## src/rtl/instruction_fetch.sv

```systemverilog
// Instruction fetch stage: one outstanding memory request and a one-entry holding register
// toward decode. Branch redirects flush the held instruction or drain a request in flight.
module instruction_fetch #(
   parameter logic [15:0] RESET_PC = 16'h0000
) (
   input  logic        Clock,
   input  logic        ResetN,
   output logic        IMemReq,
   output logic [15:0] IMemAddr,
   input  logic        IMemAck,
   input  logic [15:0] IMemData,
   input  logic        BranchTaken,
   input  logic [15:0] BranchTarget,
   input  logic        InstrReady,
   output logic        InstrValid,
   output logic [15:0] Instruction,
   output logic [3:0]  OPCODE,
   output logic [15:0] InstrPC
);

   typedef enum logic [1:0] {
      IDLE  = 2'd0,
      FETCH = 2'd1,
      HOLD  = 2'd2,
      DRAIN = 2'd3
   } state_t;

   state_t      state_q, state_d;
   logic [15:0] pc_q, pc_d;
   logic [15:0] fetch_addr_q, fetch_addr_d;
   logic [15:0] instr_q, instr_d;
   logic [15:0] instr_pc_q, instr_pc_d;
   logic        valid_q, valid_d;

   logic [15:0] redirect_addr;
   logic        unused_bits;

   // Instructions are halfword aligned, so the target LSB is dropped.
   assign redirect_addr = {BranchTarget[15:1], 1'b0};
   assign unused_bits   = BranchTarget[0];

   always_ff @(posedge Clock or negedge ResetN) begin
      if (!ResetN) begin
         state_q      <= IDLE;
         pc_q         <= RESET_PC;
         fetch_addr_q <= RESET_PC;
         instr_q      <= 16'h0000;
         instr_pc_q   <= 16'h0000;
         valid_q      <= 1'b0;
      end else begin
         state_q      <= state_d;
         pc_q         <= pc_d;
         fetch_addr_q <= fetch_addr_d;
         instr_q      <= instr_d;
         instr_pc_q   <= instr_pc_d;
         valid_q      <= valid_d;
      end
   end

   always_comb begin
      state_d      = state_q;
      pc_d         = pc_q;
      fetch_addr_d = fetch_addr_q;
      instr_d      = instr_q;
      instr_pc_d   = instr_pc_q;
      valid_d      = valid_q;

      case (state_q)
         IDLE: begin
            state_d = FETCH;
            if (BranchTaken) begin
               pc_d         = redirect_addr;
               fetch_addr_d = redirect_addr;
               valid_d      = 1'b0;
               instr_d      = 16'h0000;
            end else begin
               fetch_addr_d = pc_q;
            end
         end

         FETCH: begin
            if (IMemAck && BranchTaken) begin
               pc_d         = redirect_addr;
               fetch_addr_d = redirect_addr;
            end else if (IMemAck) begin
               instr_d    = IMemData;
               instr_pc_d = fetch_addr_q;
               valid_d    = 1'b1;
               pc_d       = fetch_addr_q + 16'd2;
               state_d    = HOLD;
            end else if (BranchTaken) begin
               // Request cannot be withdrawn; remember the target and drain it.
               pc_d    = redirect_addr;
               state_d = DRAIN;
            end
         end

         HOLD: begin
            if (BranchTaken) begin
               pc_d         = redirect_addr;
               fetch_addr_d = redirect_addr;
               valid_d      = 1'b0;
               instr_d      = 16'h0000;
               state_d      = FETCH;
            end else if (InstrReady) begin
               valid_d      = 1'b0;
               fetch_addr_d = pc_q;
               state_d      = FETCH;
            end
         end

         DRAIN: begin
            if (BranchTaken) begin
               pc_d = redirect_addr;
            end
            if (IMemAck) begin
               fetch_addr_d = BranchTaken ? redirect_addr : pc_q;
               state_d      = FETCH;
            end
         end

         default: state_d = IDLE;
      endcase
   end

   assign IMemReq     = (state_q == FETCH) || (state_q == DRAIN);
   assign IMemAddr    = fetch_addr_q;
   assign InstrValid  = valid_q;
   assign Instruction = instr_q;
   assign InstrPC     = instr_pc_q;
   assign OPCODE      = instr_q[15:12];

endmodule

```

## config.mk

```make
export PLATFORM = sky130hd
export DESIGN_NAME = instruction_fetch
export DESIGN_NICKNAME = d
export VERILOG_FILES = /design/src/rtl/instruction_fetch.sv
export SDC_FILE = /design/constraint.sdc
export NUM_CORES = 1
export LEC_CHECK = 0
export BUFFER_PORTS_ARGS = -buffer_cell sky130_fd_sc_hd__buf_2
export CAP_MARGIN = 0
export CORE_ASPECT_RATIO = 1.1
export CORE_MARGIN = 1.5
export CORE_UTILIZATION = 47
export CTS_CLUSTER_SIZE = 8
export DETAILED_ROUTE_END_ITERATION = 10
export PLACE_DENSITY = 0.76
export SLEW_MARGIN = 5
export SYNTH_ARGS = -nofsm -noshare
export SYNTH_HDL_FRONTEND = slang
export SYNTH_SLANG_ARGS = --single-unit
```

## constraint.sdc

```tcl
create_clock -name Clock -period 2 [get_ports Clock]
set_input_delay 0.3 -clock Clock [delete_from_list [all_inputs] [get_ports Clock]]
set_output_delay 0.3 -clock Clock [all_outputs]
set_load 0.03 [all_outputs]
```

==> reports/summary.json <==
{
  "finish": {
    "area_added_between_synthesis_and_finish_pct": 22.8,
    "nets": 459,
    "final_layout_size_suffix_gt1_share_pct": 32.9,
    "sequential_cell_area_um2": 1680,
    "num_antenna_cells": 0,
    "multiInputGateArea_um2": 1440,
    "fillerInstances": 596,
    "mostFrequentLayoutCell": "sky130_fd_sc_hd__buf_2",
    "layout_common_cells": "sky130_fd_sc_hd__buf_2, sky130_fd_sc_hd__dfrtp_1, sky130_fd_sc_hd__nand2_1"
  },
  "clocking": {
    "max-clock-path-buffers": 2,
    "cts_tree": "built",
    "worstSkewPairLatency_ps": 330,
    "cts_buffers": 9,
    "cts.clk_slew.worst_paths_ps": 70,
    "cts_htree_levels": 3,
    "clock_sink_count": 67,
    "ctsRootBufferMaster": "sky130_fd_sc_hd__clkbuf_8"
  },
  "floorplan": {
    "fp.dieW_um": 82.6,
    "placementRows": 31,
    "initial_utilization_pct": 49.1,
    "fp.dieArea_um2": 7480,
    "core_um2": 6670,
    "dieHeight_um": 90.5,
    "io_pins": 91
  },
  "global_routing": {
    "track_usage_pct": 20.3,
    "pin_count_of_the_biggest_net_entering_global_routing": 68,
    "total_congestion_overflow": 0,
    "number_of_antenna_violations_at_the_first_check_in_global_routing": 0,
    "grt_pass1_wl_um": 11600,
    "via_count_of_the_first_global_routing_pass": 2378
  },
  "synth": {
    "synth.area.mux_share_pct": 10.6,
    "mapped_area_um2": 3270,
    "yosysWarningCount": 0,
    "synth_top_family_by_area": "simple AND/OR/NAND/NOR gates",
    "synth_seq_area_share_pct": 51.2,
    "synthAdderAreaFrac_pct": 2.29,
    "synth-seq-cells": 67,
    "synth_area_in_xor_xnor_pct": 3.74,
    "synth_compound_area_share_pct": 11.1,
    "syn_nets": 371,
    "yosys.area_share.simple_pct": 15.9,
    "synth_cell_type_count": 37,
    "synth_edf_count": 0,
    "synth-main-ff-cell": "sky130_fd_sc_hd__dfrtp_1",
    "syn-instance-count": 328,
    "postSynthAreaPerCell_um2": 9.98,
    "synthArstFlopShare_pct": 100
  },
  "timing": {
    "slew-limit-headroom_pct": 66.9,
    "timing_hold_violations_final": 0,
    "timing.fmax_mhz": 519,
    "hold_slack_ps": 193,
    "finalClockSkew_ps": 4.59,
    "min_period_over_period_pct": 96.3,
    "timing.final.crit_period_ps": 1930,
    "report.final.setup_viol": 0,
    "timing.final.ws_setup_ps": 73.4,
    "report.final.slew_viol_count": 0,
    "worst_slew_pin_slew_ps": 496
  },
  "drt": {
    "final_ant_viol_nets": 0,
    "detail_route.wl_per_cell_um": 14.2,
    "drtPass1Iterations": 4,
    "vias_per_cell": 5.13,
    "routed_wl_um": 7150,
    "drt_first_iter_violations": 153,
    "num_vias": 2573,
    "drt_drc_violations_left": 0
  },
  "run": {
    "cap_viol_max_count": 0
  },
  "power": {
    "power.switching_fraction_pct": 46.2,
    "vdd_ir_drop_max_uv": 928,
    "clockPowerShare_pct": 15.2,
    "power.density_cell_area_nw_per_um2": 1800,
    "p_sw_uw": 3360,
    "power.total_uw": 7260,
    "seqPwrFrac_pct": 33.7,
    "internal_power_uw": 3900,
    "p_comb_share_pct": 51.0,
    "power_leakage_uw": 0.00190
  },
  "placement": {
    "replace_congestion": 0.793,
    "detailed_place_hpwl_um": 4920,
    "buffers_added_on_ports": 89,
    "pre_cts_ws_ps": 136
  },
  "critical_path": {
    "start_kind": "register",
    "critPathCaptureType": "output port",
    "worst-endpoint-required_ps": 1700,
    "path_max_fanout": 8,
    "timing.setup.critical_path_class": "register to output port",
    "critPathArrivalTime_ps": 1630
  },
  "outcome": {
    "result_of_the_run": "finished clean"
  },
  "min_path": {
    "hold_path_class": "primary input to register"
  }
}
## power groups by stage
stage / Combinational [µW] / Sequential, µW / Clock, µW
6_report: 3700 / 2450 / 1110
2_1_floorplan: 1900 / 3260 / 0
3_3_place_gp: 3600 / 2430 / 0
3_5_place_dp: 3670 / 2470 / 0
4_1_cts: 3700 / 2450 / 1140
5_1_grt: 4070 / 2550 / 1210
## through the flow
stage                     TNS (ps)  std cells  utilization [%]  instance area, µm²
after global routing        -0.283        502             60.3                4020
after global placement           0        484             56.9                3790
after detailed placement         0        484             56.9                3790
after floorplan                  0        328                -                3280
after CTS                        0        501             60.1                4010
final                            0        502             60.3                4020
## critical path, cell delays in order (launching register included)
cell	delay, ps
sky130_fd_sc_hd__dfrtp_2	430
sky130_fd_sc_hd__ha_1	240
sky130_fd_sc_hd__buf_6	150
sky130_fd_sc_hd__or2_2	290
sky130_fd_sc_hd__clkbuf_4	180
## cell usage after synthesis, drive strengths merged, types with 2 or more instances
cell / instances / area share (%)
a21oi: 21 / 3.2
a221oi: 5 / 1.7
buf: 14 / 2.8
clkbuf: 10 / 1.2
dfrtp: 67 / 51
ha: 6 / 2.3
inv: 10 / 1.1
mux2: 14 / 4.8
mux2i: 19 / 5.8
nand2: 58 / 6.6
nand2b: 2 / 0.38
nand3: 5 / 0.92
nand4: 4 / 1.1
nor2: 25 / 3.1
nor3: 8 / 1.4
nor3b: 3 / 0.69
nor4: 2 / 0.57
o21ai: 29 / 4.4
o221ai: 4 / 1.1
xnor2: 14 / 3.7
## repair_timing
item                                    CTS  global route
buffers inserted                          1             1
resized for setup                         1             3
endpoints found under the setup margin    1             1
hold buffers                              1             0
endpoints found under the hold margin    52             0
## area by class of cell
| cell class | count | share of cell area, % |
|---|---|---|
| tap | 82 | 2.55 |
| clock buffer | 13 | 3.95 |
| inverter | 10 | 0.933 |
| sequential | 67 | 41.7 |
| clock inverter | 2 | 0.871 |
| timing repair buffer | 101 | 14.2 |
| multi-input combinational | 227 | 35.8 |
## kinds of logic (layout without fill, tap and decap cells)
| kind of cell | after synthesis | count (layout) |
|---|---|---|
| flip-flops | 67 | 67 |
| XOR/XNOR | 14 | 14 |
| multiplexers | 33 | 33 |
| AO/OA/AOI/OAI | 62 | 62 |
| AND/OR/NAND/NOR | 112 | 112 |
| adder cells (fa/ha/maj) | 6 | 6 |
| buffers and inverters | 34 | 126 |
## layer usage
layer  part of all wire [%]  GRT usage [%]  vias up
li1                       -              -     1290
met1                     44           26.8     1186
met2                     47           31.8       93
met3                    8.3           5.35        4
met4                   0.57           7.08        0
met5                      0              0        -
## flip-flops by register name, indices dropped and copies added (netlist names)
signal       cells
Instruction     16
InstrValid       1
state_q          2
IMemAddr        16
InstrPC         16
pc_q            16
## final timing paths
kind                                 start              to  slack, ps  cells past startpoint
min                        BranchTarget[9]         pc_q[9]        190                      3
max                             state_q[0]         IMemReq         70                      4
max reg2reg                     state_q[1]  Instruction[2]        160                      6
min in group asynchronous           ResetN  Instruction[9]        510                      3
min reg2reg                     InstrPC[7]      InstrPC[7]        480                      2
max in group asynchronous           ResetN      state_q[0]       1200                      3
Power figures use the tool's default switching activity.
